<file path="config.mk">
export PLATFORM = sky130hd
export DESIGN_NAME = sys_arr_fifo_feeder
export DESIGN_NICKNAME = d
export VERILOG_FILES = /design/src/rtl/sys_arr_fifo_feeder.sv
export SDC_FILE = /design/constraint.sdc
export NUM_CORES = 1
export LEC_CHECK = 0
export BUFFER_PORTS_ARGS = -buffer_cell sky130_fd_sc_hd__buf_2
export CAP_MARGIN = 10
export CORE_UTILIZATION = 49
export DETAILED_ROUTE_END_ITERATION = 10
export PLACE_DENSITY_LB_ADDON = 0.2
export SLEW_MARGIN = 15
export SYNTH_ARGS = -nofsm -noshare
export SYNTH_HDL_FRONTEND = slang
export SYNTH_SLANG_ARGS = --single-unit
</file>
<file path="constraint.sdc">
create_clock -name clk -period 2.7 [get_ports clk]
set_clock_uncertainty 0.15 [all_clocks]
set_input_delay 0.405 -clock clk [delete_from_list [all_inputs] [get_ports clk]]
set_output_delay 0.405 -clock clk [all_outputs]
set_load 0.05 [all_outputs]
</file>
<file path="src/rtl/sys_arr_fifo_feeder.sv">
// rtl/sys_arr_fifo_feeder.sv - row loader and shift sequencer for one systolic-array input FIFO
package sys_arr_pkg;
  localparam int DW = 32;
endpackage

module sys_arr_fifo_feeder #(
  parameter  int DW    = sys_arr_pkg::DW,
  parameter  int DEPTH = 4,
  localparam int CW    = $clog2(DEPTH + 1)
) (
  input  logic          clk,
  input  logic          rst,
  input  logic          row_valid,
  input  logic [DW-1:0] row_data,
  output logic          row_ready,
  input  logic          start,
  input  logic          stall,
  input  logic          flush,
  output logic          load,
  output logic [DW-1:0] load_vals,
  output logic          shift,
  output logic [CW-1:0] rows_cnt,
  output logic          busy,
  output logic          done
);

  typedef enum logic [2:0] {
    S_IDLE,
    S_LOAD,
    S_FULL,
    S_SHIFT,
    S_DONE
  } state_t;

  localparam logic [CW-1:0] DEPTH_C = CW'(DEPTH);

  state_t        state_q, state_d;
  logic          load_q, load_d;
  logic [DW-1:0] load_vals_q, load_vals_d;
  logic          shift_q, shift_d;
  logic          done_q, done_d;
  logic [CW-1:0] rows_cnt_q, rows_cnt_d;
  logic [CW-1:0] shift_cnt_q, shift_cnt_d;
  logic          accept;

  // Rows are taken only while the tile is still filling and no flush is pending
  always_comb begin
    row_ready = ((state_q == S_IDLE) || (state_q == S_LOAD)) &&
                (rows_cnt_q < DEPTH_C) && !flush;
    accept    = row_valid && row_ready;
  end

  // Next-state and next-output computation; flush overrides any accept or start
  always_comb begin
    state_d     = state_q;
    rows_cnt_d  = rows_cnt_q;
    shift_cnt_d = shift_cnt_q;
    load_d      = accept;
    load_vals_d = accept ? row_data : load_vals_q;
    shift_d     = 1'b0;
    done_d      = 1'b0;

    if (flush) begin
      state_d     = S_IDLE;
      rows_cnt_d  = '0;
      shift_cnt_d = '0;
      load_d      = 1'b0;
    end else begin
      case (state_q)
        S_IDLE, S_LOAD: begin
          if (accept) begin
            rows_cnt_d = rows_cnt_q + 1'b1;
            state_d    = (rows_cnt_d == DEPTH_C) ? S_FULL : S_LOAD;
          end
        end
        S_FULL: begin
          if (start) begin
            state_d     = S_SHIFT;
            shift_cnt_d = '0;
          end
        end
        S_SHIFT: begin
          // A stalled cycle issues nothing and leaves the shift count alone
          if (!stall) begin
            shift_d     = 1'b1;
            shift_cnt_d = shift_cnt_q + 1'b1;
            if (shift_cnt_d == DEPTH_C) begin
              state_d = S_DONE;
            end
          end
        end
        S_DONE: begin
          done_d      = 1'b1;
          rows_cnt_d  = '0;
          shift_cnt_d = '0;
          state_d     = S_IDLE;
        end
        default: begin
          state_d     = S_IDLE;
          rows_cnt_d  = '0;
          shift_cnt_d = '0;
        end
      endcase
    end
  end

  // State and registered strobes; reset discards any tile in progress
  always_ff @(posedge clk) begin
    if (rst) begin
      state_q     <= S_IDLE;
      load_q      <= 1'b0;
      load_vals_q <= '0;
      shift_q     <= 1'b0;
      done_q      <= 1'b0;
      rows_cnt_q  <= '0;
      shift_cnt_q <= '0;
    end else begin
      state_q     <= state_d;
      load_q      <= load_d;
      load_vals_q <= load_vals_d;
      shift_q     <= shift_d;
      done_q      <= done_d;
      rows_cnt_q  <= rows_cnt_d;
      shift_cnt_q <= shift_cnt_d;
    end
  end

  assign load      = load_q;
  assign load_vals = load_vals_q;
  assign shift     = shift_q;
  assign done      = done_q;
  assign rows_cnt  = rows_cnt_q;
  assign busy      = (state_q != S_IDLE);

endmodule
</file>
==> summary.txt, run 1 <==
Drt
  • Pre-antenna DRT Iters: 4
  • Residual DRC count: 0
  • Antenna Nets Post-Route: 0
  • Wirelength, routed: 3620 um
  • Detailed-route via count: about 1600
  • Drt initial violations: between 80 and 90
  • Routed vias/inst: about 5.0
  • Routed WL per cell: around 11 um

Synthesis
  • Gate Count Post-Synth: ~210
  • Register area share after synthesis: between 50 and 60%
  • Synth area leader: dfxtp_1
  • Top cells by count, synth: nand2_1, dfxtp_1, a21oi_1, nor2_1, clkbuf_1
  • Synth unique cells: 31
  • Synth Register Bits: 44
  • Cell Area, Synth: roughly 1700 um^2
  • Synth top area cells: dfxtp_1, nand2_1, a21oi_1
  • Simple-gate share of the synthesized area: 25.1%
  • Main combinational cell family by area after synthesis: simple AND/OR/NAND/NOR gates
  • Top-count cell post-synth: nand2_1
  • Post-synth top flop: dfxtp_1
  • Synth warn: 0
  • Synth async-reset ratio: 0%
  • Post-synthesis xor/xnor area fraction: under 10%
  • Mapped Nets: approximately 250
  • Post-synth EDFFs: 0
  • Syn avg cell area: 8.05 um^2
  • Share of the synthesized area in the top cell type: between 50% and 60%
  • Compound-cell area share of the yosys netlist: around 14%
  • Mux contribution to synthesized area: less than 1%
  • Area share of fa/ha/maj cells after synthesis: 2.93%

Layout
  • Layout cell share with drive strength beyond 1: a little under a third
  • Ant. Diodes: 0
  • Fin nets: ~330
  • Area Overhead vs Synth: 28.3%
  • Fill cell count: approximately 320
  • Reg area: about 880 um^2
  • Area of the multi-input gates: between 700 and 800 um^2

Worst setup path
  • Crit-path slowest cell: dfxtp_1
  • Startpoint class of the critical path: register
  • CP cell instances: nor4_1 > buf_2
  • WS Path Type: register to output pin
  • Worst-path fanout max: 11
  • Worst r2r src: state_q[1]
  • Crit-path max cell delay: 0.44 ns
  • Critical Path Sink Type: output pin
  • Worst-case reg-to-reg path depth: 5
  • CP Data Required Time: approximately 2.1 ns
  • R2r setup slk: ~0.78 ns
  • Reg2Reg Capture Point: load_vals[16]
  • Crit path DAT: about 1.4 ns
  • CP startpoint: state_q[1]

Flow run
  • MaxCap Viol Count: 0

STA
  • Fin crit share: between 70% and 80%
  • Max-slew violations: 0
  • Unrepaired setup endpoints after global routing: no
  • Final min period: 1.94 ns
  • Fmax: roughly 0.51 GHz
  • Fin worst setup slack: 0.757 ns
  • Worst hold slack: 0.0976 ns
  • Setup_tns: 0 ns
  • Final Hold Vio Count: 0
  • Measured slew at the worst slew-check pin: about 0.6 ns
  • Final setup fails: 0
  • Max-slew headroom: 60.0%

Place
  • Dpl hpwl: 2590 um
  • PortBufs: 77
  • DP Worst Slack: 0.794 ns
  • RD Place Congestion: around 0.8

GRT
  • Initial antenna violation count: 0
  • GRT Total Usage: 21.1%
  • Vias in the first global route: roughly 1400
  • Pin count of the biggest net entering global routing: 36
  • GRT overflow: 0
  • First-pass GRT wire length: around 5700 um

Clock tree
  • Root Buffer Master: clkbuf_4
  • Worst skew pair latency: around 0.35 ns
  • Hold buffers post-CTS: 0
  • Setup Buffers After CTS: 0
  • CTS tree: done
  • TritonCTS Buffers: 5
  • Post-CTS sizing: 0
  • H-tree depth: 2
  • CTS Sinks: 44
  • CTS Buffer Depth: 2
  • Register clock-pin slew on the reported worst setup and hold paths: between 0.1 and 0.15 ns

Hold path
  • Hold Path Class: input port to register
  • Hold_sp: stall
  • Hold Path End: shift
  • Hold Crit Depth: 2

Pwr
  • Max VDD drop: 0.346 mV
  • Lkg Pwr: 1.02 nW
  • Pwr dens: ~560 nW/um^2

Die
  • Die area: 3720 um^2
  • Initial Util: 51.1%
  • Die Wd: 61.0 um
  • IO Count: between 70 and 80
  • Core area: 3340 um^2
  • Die H: around 61 um
  • # rows: 21

Status
  • Status: complete, no violations
==> registers in the layout, indices dropped and copies added, names as in the netlist <==
signal       count
load_vals       32
shift            1
state_q          3
done             1
rows_cnt         3
load             1
shift_cnt_q      3
==> through the flow <==
step | power (mW) | cell area [um^2] | cells | util (%)
6_report | 1.22 | 2190 | 332 | 65.6
2_1_floorplan | 0.842 | 1710 | 212 | -
3_3_place_gp | 0.907 | 2130 | 324 | 63.9
5_1_grt | 1.28 | 2190 | 332 | 65.6
3_5_place_dp | 0.909 | 2130 | 324 | 63.9
4_1_cts | 1.23 | 2190 | 332 | 65.6
==> worst max path at each step <==
stage               slack, ns       endpoint  depth (start not counted)
detailed placement       0.79   load_vals[6]                          6
global placement         0.84  load_vals[24]                          6
CTS                      0.75      row_ready                          2
floorplan                0.05      row_ready                          1
global route             0.59    rows_cnt[2]                          5
finish                   0.76      row_ready                          2
==> layout make-up <==
type / instances / share of cell area (%)
clock buffers: 8 / 2.69
inverters: 5 / 0.857
multi-input cells: 150 / 34.2
flip-flops and latches: 44 / 40.2
well taps: 46 / 2.63
repair buffers: 79 / 19.4
==> where the power goes <==
part | total (mW) | internal (mW) | switching (mW)
logic | 0.208 | 0.0615 | 0.147
registers | 0.685 | 0.673 | 0.0117
clock network | 0.326 | 0.129 | 0.198
==> per-layer routing <==
| layer | GRT usage (%) | part of all wire (%) |
|---|---|---|
| met5 | 0 | 0 |
| met4 | 9.09 | 1.4 |
| met3 | 7.14 | 6.5 |
| met2 | 33.3 | 47 |
| met1 | 26.4 | 45 |
==> kinds of logic (layout without fill, tap and decap cells) <==
logic type	count (synthesis)	after routing
flops	44	44
compound gates	45	45
simple gates	98	98
fa+ha+maj	4	4
mux	1	1
xor+xnor	2	2
buf+inv	18	92
==> cells in the final DEF (no fill, tap or decap), types with 2 or more instances in the layout <==
| cell type | instances |
|---|---|
| o21ai_0 | 2 |
| or3_1 | 2 |
| buf_2 | 77 |
| and2b_1 | 2 |
| buf_12 | 2 |
| a22oi_1 | 2 |
| and2_1 | 2 |
| nor2_1 | 9 |
| clkbuf_1 | 2 |
| nand2_1 | 71 |
| nor4_1 | 2 |
| inv_1 | 5 |
| nand3_1 | 3 |
| dfxtp_1 | 44 |
| ha_1 | 4 |
| clkbuf_4 | 5 |
| a21oi_1 | 36 |
==> critical path: cells and delay by family (launching register included) <==
family	cells	cell delay, ns
buffers and inverters	1	0.30
DFF	1	0.44
and+or+nand+nor	1	0.30
Note: power is estimated with default switching activity, not from simulation.
==> inputs of run 2 (changes only) <==
- ABC_AREA: unset -> 1
- CORE_UTILIZATION: 49 -> 43
- clock period: 2.7 -> 1.75 ns (I/O delays scaled with it)
==> run 2 against run 1 <==
First-iteration DRC count rose by 43%. Power rose by 88%. Synthesized cell count rose by 8.0%. Global-route usage fell by 3.2 points. Routed wire length rose by 10%. Die area rose by 29%. Non-clock buffer count rose by 1. Combinational power rose by 87%. Count of clock-buffer cells in the layout fell by 1. Final cell count rose by 8.1%. Sequential share of layout area fell by 4.6 points. Worst hold slack got worse by 0.039 ns. Largest cell class is now multi-input gates.
==> summary.txt, run 2 <==
Clock tree
  • TritonCTS Buffers: 5 (unchanged)
  • H-tree depth: 2 (unchanged)
  • Worst skew pair latency: 0.29 ns (-0.06 ns)
  • Register clock-pin slew on the reported worst setup and hold paths: 0.08 ns (-0.04 ns)
  • Setup Buffers After CTS: 0 (unchanged)
  • CTS Sinks: 44 (unchanged)
  • CTS tree: done
  • CTS Buffer Depth: 2 (unchanged)
  • Root Buffer Master: clkbuf_8

GRT
  • GRT Total Usage: 17.8% (-3.2 points)
  • First-pass GRT wire length: 6960 um (+22%)
  • GRT overflow: 0 (unchanged)
  • Initial antenna violation count: 0 (unchanged)
  • Pin count of the biggest net entering global routing: 34 (-5.6%)
  • Vias in the first global route: 1585 (+16%)

STA
  • Max-slew headroom: 66.1% (+6.1 points)
  • Measured slew at the worst slew-check pin: 0.509 ns (-0.0910 ns)
  • Final Hold Vio Count: 0 (unchanged)
  • Fmax: 0.605 GHz
  • Final setup fails: 0 (unchanged)
  • Fin crit share: a little over nine tenths
  • Unrepaired setup endpoints after global routing: no
  • Max-slew violations: 0 (unchanged)
  • Setup_tns: 0 ns (unchanged)
  • Final min period: roughly 1.7 ns

Die
  • # rows: 24 (+14%)
  • Core area: 4350 um^2 (+30%)
  • IO Count: 78 (unchanged)
  • Die H: 69.4 um (+14%)
  • Initial Util: 44.9% (-6.3 points)
  • Die Wd: 69.4 um (+14%)
  • Die area: 4820 um^2 (+29%)

Synthesis
  • Register area share after synthesis: 45.1% (-6.5 points)
  • Synth async-reset ratio: 0% (unchanged)
  • Syn avg cell area: 8.53 um^2 (+5.9%)
  • Synth top area cells: dfxtp_1, a21oi_2, nand2_1
  • Synth warn: 0 (unchanged)
  • Post-synth top flop: dfxtp_1
  • Gate Count Post-Synth: 229 (+8.0%)
  • Top cells by count, synth: nand2_1, dfxtp_1, a21oi_2, nand2_2, inv_1
  • Cell Area, Synth: 1950 um^2 (+14%)
  • Share of the synthesized area in the top cell type: 45.1% (-6.5 points)
  • Synth area leader: dfxtp_1
  • Synth unique cells: 21 (-32%)
  • Synth Register Bits: 44 (unchanged)
  • Mapped Nets: 271 (+6.7%)
  • Top-count cell post-synth: nand2_1
  • Post-synth EDFFs: 0 (unchanged)

Layout
  • Most frequent cells in the layout: buf_2, nand2_1, dfxtp_1
  • Fin nets: 348 (+6.4%)
  • Fill cell count: 409 (+28%)
  • Area Overhead vs Synth: 26.5%
  • Layout cell share with drive strength beyond 1: 50.2% (+19 points)
  • Non-Filler Instances: 359 (+8.1%)
  • Ant. Diodes: 0 (unchanged)
  • Commonest non-fill, non-tap cell in the layout: buf_2
  • Largest register FFs: 32 (unchanged)

Place
  • Post-Place Cells: 350 (+8.0%)
  • RD Place Congestion: 0.916 (+15%)
  • Dpl hpwl: 2800 um (+8.0%)
  • PortBufs: 77 (unchanged)

Pwr
  • Lkg Pwr: 1.14 nW (+12%)
  • Pwr dens: 928 nW/um^2 (+67%)
  • Max VDD drop: 0.480 mV (+39%)

Worst setup path
  • Crit-path max cell delay: 0.38 ns (-0.06 ns)
  • CP dominant cell by count: nor2_4
  • WS Path Type: register to output pin
  • Family with the most delay on the worst path: flip-flops
  • Startpoint class of the critical path: register
  • Worst-path fanout max: 5 (-6)
  • Crit path DAT: 1.24 ns (-0.15 ns)
  • Crit-path slowest cell: dfxtp_1
  • CP cell instances: nor2_4 > inv_2 > nor2_4 > buf_4
  • CP Data Required Time: 1.34 ns (-0.80 ns)
  • Bufs and invs on worst path: 2 (+1)
  • Critical Path Sink Type: output pin

Drt
  • Detailed-route via count: 1664 (+0.97%)
  • Residual DRC count: 0 (unchanged)
  • Pre-antenna DRT Iters: 4 (unchanged)
  • Drt initial violations: 126 (+43%)
  • Antenna Nets Post-Route: 0 (unchanged)
  • Routed vias/inst: 4.64 (-6.6%)
  • Routed WL per cell: 11.1 um (+1.7%)
  • Wirelength, routed: 3980 um (+10%)

Hold path
  • Hold Path Class: input port to register

Flow run
  • MaxCap Viol Count: 0 (unchanged)

Status
  • Status: complete, no violations
==> run 2: cell types whose count changed after synthesis, moves of 3 or more <==
cell      previous run  this run
inv_1                5        15
a21oi_2              0        30
o21ai_0              2         5
buf_12               0         3
nand2_2              0        30
nand2_1             71        54
a21oi_1             36         5
nand3_1              3         9
clkbuf_1             7         4
==> run 2: layout make-up <==
type	instances	area (um^2)	share of cell area [%]
multi-input cells	158	913	37.0
inverters	17	71.3	2.89
flip-flops and latches	44	881	35.7
clock buffers	7	96.3	3.90
clock inverters	1	30.0	1.22
repair buffers	80	413	16.7
well taps	52	65.1	2.63
==> run 2: cell families after synthesis <==
logic type               count (synthesis)  synth area share [%]
AND/OR/NAND/NOR                        111                  27.3
flip-flops                              44                  45.1
AO/OA/AOI/OAI                           43                  16.9
buffers and inverters                   27                  8.14
adder cells (fa/ha/maj)                  4                  2.56
==> run 2: final timing paths <==
check | from | cells past startpoint | slack, ns | end
worst min-delay path | row_data[3] | 3 | 0.06 | load_vals[3]
worst min register to register | load_vals[15] | 2 | 0.32 | load_vals[15]
worst max register to register | state_q[2] | 9 | 0.17 | rows_cnt[1]
worst max-delay path | state_q[2] | 4 | 0.1 | row_ready
==> run 2: per-layer routing <==
layer,vias up,wire (um),GRT usage [%]
li1,879,-,-
met1,719,1860,22.9
met2,61,1800,28.2
met3,5,250,4.51
met4,0,61,7.94
met5,-,0,0
==> run 2: metrics by stage <==
step / hold slack [ns] / setup slack [ns] / util [%] / total power [mW] / instance area (um^2)
floorplan: 0.192 / 0.000218 / - / 1.37 / 1950
global placement: 0.302 / 0.117 / 53.5 / 1.47 / 2330
detailed placement: 0.301 / 0.0652 / 53.5 / 1.47 / 2330
CTS: 0.0439 / 0.0258 / 56.6 / 2.32 / 2460
global route: 0.0483 / 0.0131 / 56.7 / 2.39 / 2470
finish: 0.0585 / 0.0975 / 56.7 / 2.29 / 2470
==> run 2: worst register-to-register path: stages, from the launching register on <==
cell     delay [ns]
dfxtp_1        0.38
nor2_4         0.15
inv_2          0.08
nor2_4         0.14
nand2_4        0.12
inv_8          0.24
nand2_1        0.11
inv_1          0.08
nand2_1        0.05
nand2_1        0.04
==> run 2: repair_timing <==
| action | CTS | global route |
|---|---|---|
| gates resized for setup | 0 | 3 |
| hold buffers | 1 | 0 |
| endpoints found under the hold margin | 1 | 0 |
| endpoints found under the setup margin | 0 | 2 |
==> run 2: where the power goes <==
part	internal (mW)	switching, mW
registers	1.04	0.0191
logic	0.111	0.278
clock network	0.504	0.341
==> inputs of run 3 (changes only) <==
--- a/config.mk
+++ b/config.mk
@@ -9,4 +9,5 @@
 export BUFFER_PORTS_ARGS = -buffer_cell sky130_fd_sc_hd__buf_2
 export CAP_MARGIN = 10
+export CORE_ASPECT_RATIO = 1.5
 export CORE_UTILIZATION = 43
 export DETAILED_ROUTE_END_ITERATION = 10
--- a/constraint.sdc
+++ b/constraint.sdc
@@ -3,3 +3,3 @@
 set_input_delay 0.2625 -clock clk [delete_from_list [all_inputs] [get_ports clk]]
 set_output_delay 0.2625 -clock clk [all_outputs]
-set_load 0.05 [all_outputs]
+set_load 0.02 [all_outputs]
==> run 3 against run 2 <==
The flow now finishes with violations (DRC). First-iteration DRC count is 45% lower. Final cell count is 1.4% lower. Critical path depth stayed put. Combinational power is 21% lower. Sequential share of layout area is 0.44 points higher. Routed wire length is 1.6% higher. Maximum frequency is 3.1% higher. Via count is 0.48% lower. Register-to-register slack better by 0.04 ns. Design area is 1.2% lower. Die area is 0.12% higher. Clock power is 28% lower. Critical endpoint unchanged. Largest cell class unchanged.
==> summary.txt, run 3 (synthesis results as in run 2) <==
Worst setup path
  • Bufs and invs on worst path: 2 (unchanged)
  • Worst-path fanout max: 5 (unchanged)
  • R2r setup slk: 0.21 ns (+0.04 ns)
  • Critical Path Sink Type: output pin
  • Reg2Reg Capture Point: load_vals[15]
  • Crit path DAT: 1.19 ns (-0.05 ns)
  • CP Data Required Time: 1.34 ns (about the same)
  • Crit-path max cell delay: 0.38 ns (about the same)
  • Family with the most delay on the worst path: flip-flops
  • Worst r2r src: state_q[2]
  • Crit-path slowest cell: dfxtp_1
  • CP cell instances: nor2_4 > inv_2 > nor2_4 > buf_2
  • Startpoint class of the critical path: register
  • Worst-case reg-to-reg path depth: 8 (-1)
  • CP dominant cell by count: nor2_4
  • WS Path Type: register to output pin
  • CP startpoint: state_q[2]

Hold path
  • Hold Path Class: input port to register
  • Hold_sp: row_data[28]
  • Hold Crit Depth: 3 (unchanged)
  • Hold Path End: load_vals[28]

GRT
  • Pin count of the biggest net entering global routing: 33 (-2.9%)
  • Initial antenna violation count: 0 (unchanged)
  • GRT Total Usage: 17.5% (-0.32 points)
  • GRT overflow: 0 (unchanged)
  • First-pass GRT wire length: 6670 um (-4.2%)
  • Vias in the first global route: 1578 (-0.44%)

Place
  • Post-Place Cells: 346 (-1.1%)
  • PortBufs: 77 (unchanged)
  • Dpl hpwl: 2900 um (+3.5%)
  • RD Place Congestion: 0.839 (-8.4%)

STA
  • Setup_tns: 0 ns (unchanged)
  • Max-slew headroom: 65.3% (-0.77 points)
  • Unrepaired setup endpoints after global routing: no
  • Fmax: 0.624 GHz (+3.1%)
  • Final min period: 1.60 ns (-0.0497 ns)
  • Measured slew at the worst slew-check pin: 0.520 ns (+0.0115 ns)
  • Fin crit share: 91.6% (-2.8 points)
  • Final Hold Vio Count: 0 (unchanged)
  • Final setup fails: 0 (unchanged)
  • Max-slew violations: 0 (unchanged)
  • Worst hold slack: 0.0542 ns (-0.00436 ns)

Pwr
  • Pwr dens: 807 nW/um^2 (-13%)
  • Lkg Pwr: 1.13 nW (-1.3%)
  • Max VDD drop: 0.505 mV (+5.2%)

Layout
  • Largest register FFs: 32 (unchanged)
  • Layout cell share with drive strength beyond 1: 50.3% (+0.16 points)
  • Non-Filler Instances: 354 (-1.4%)
  • Most frequent cells in the layout: buf_2, nand2_1, dfxtp_1
  • Commonest non-fill, non-tap cell in the layout: buf_2
  • Post-Route Utilization: 57.0% (+0.26 points)
  • Fin nets: 350 (+0.57%)
  • Ant. Diodes: 0 (unchanged)
  • Area Overhead vs Synth: 24.9%

Die
  • Die Wd: 57.0 um (-18%)
  • # rows: 29 (+21%)
  • IO Count: 78 (unchanged)
  • Die H: 84.5 um (+22%)
  • Initial Util: 45.6% (+0.76 points)
  • Die area: 4820 um^2 (+0.12%)
  • Core area: 4280 um^2 (-1.7%)

Clock tree
  • CTS Buffer Depth: 2 (unchanged)
  • H-tree depth: 2 (unchanged)
  • TritonCTS Buffers: 5 (unchanged)
  • CTS Sinks: 44 (unchanged)
  • CTS tree: done
  • Register clock-pin slew on the reported worst setup and hold paths: 0.08 ns (about the same)
  • Root Buffer Master: clkbuf_8
  • Worst skew pair latency: 0.29 ns (about the same)
  • Setup Buffers After CTS: 0 (unchanged)

Drt
  • Detailed-route via count: 1656 (-0.48%)
  • Top Metal Used: met4
  • Drt initial violations: 69 (-45%)
  • Routed WL per cell: 11.4 um (+3.1%)
  • Post-Route M1 WL: 1790 um (-3.9%)
  • Residual DRC count: 8 (+8)
  • Wirelength, routed: 4040 um (+1.6%)
  • DR WL met3: 250 um (unchanged)
  • Metal2 WL: 1930 um (+7.1%)
  • Pre-antenna DRT Iters: 7 (+3)
  • Antenna Nets Post-Route: 0 (unchanged)
  • Routed vias/inst: 4.68 (+0.92%)

Status
  • Status: complete, but fails checks
  • Failing checks: DRC

Flow run
  • MaxCap Viol Count: 0 (unchanged)
==> run 3: cell count changes in the layout (fill, tap and decap cells not counted), sizes merged <==
cell | previous run | this run
clkinvlp | 0 | 1
clkbuf | 7 | 5
bufinv | 1 | 0
clkinv | 0 | 2
buf | 79 | 81
inv | 17 | 16
==> run 3: power by group <==
group / internal (mW) / switching, mW / total [mW]
combinational: 0.116 / 0.190 / 0.306
sequential: 1.04 / 0.0188 / 1.06
clock: 0.270 / 0.336 / 0.606
==> run 3: worst max-delay path by stage <==
stage	to	cells after the start
3_5_place_dp	load_vals[15]	8
3_3_place_gp	rows_cnt[0]	7
5_1_grt	load_vals[15]	8
2_1_floorplan	load_vals[0]	7
4_1_cts	row_ready	4
6_report	row_ready	4
==> run 3: routing by layer <==
metal	vias up	global-route usage [%]
li1	880	-
met4	0	7.98
met1	717	20.2
met5	-	0
met3	6	3.70
met2	53	30.5
==> run 3: layout make-up <==
class | instances | area, um^2
sequential | 44 | 881
inverter | 17 | 68.8
tap | 46 | 57.6
multi-input combinational | 158 | 913
clock buffer | 5 | 68.8
clock inverter | 2 | 12.5
timing repair buffer | 82 | 438
fill | 404 | 1840
==> run 3: worst reg2reg max path, stage by stage, from the launching register on <==
cell and delay, ns:
dfxtp_1 0.38, nor2_4 0.15, inv_2 0.08, nor2_4 0.11, nand2_4 0.07, clkinv_4 0.15, buf_12 0.20, nand2_1 0.07
a21oi_1 0.11
==> run 3: stage by stage <==
stage	setup slack [ns]	cell area [um^2]	total power, mW
2_1_floorplan	0.295	1950	1.29
3_3_place_gp	0.232	2350	1.39
3_5_place_dp	0.219	2350	1.39
4_1_cts	0.138	2440	1.99
5_1_grt	0.0558	2440	2.05
6_report	0.147	2440	1.97
==> run 3: repair_timing <==
action,in CTS,in global routing
resized for setup,0,0
hold buffers,1,0
endpoints found under the hold margin,1,0
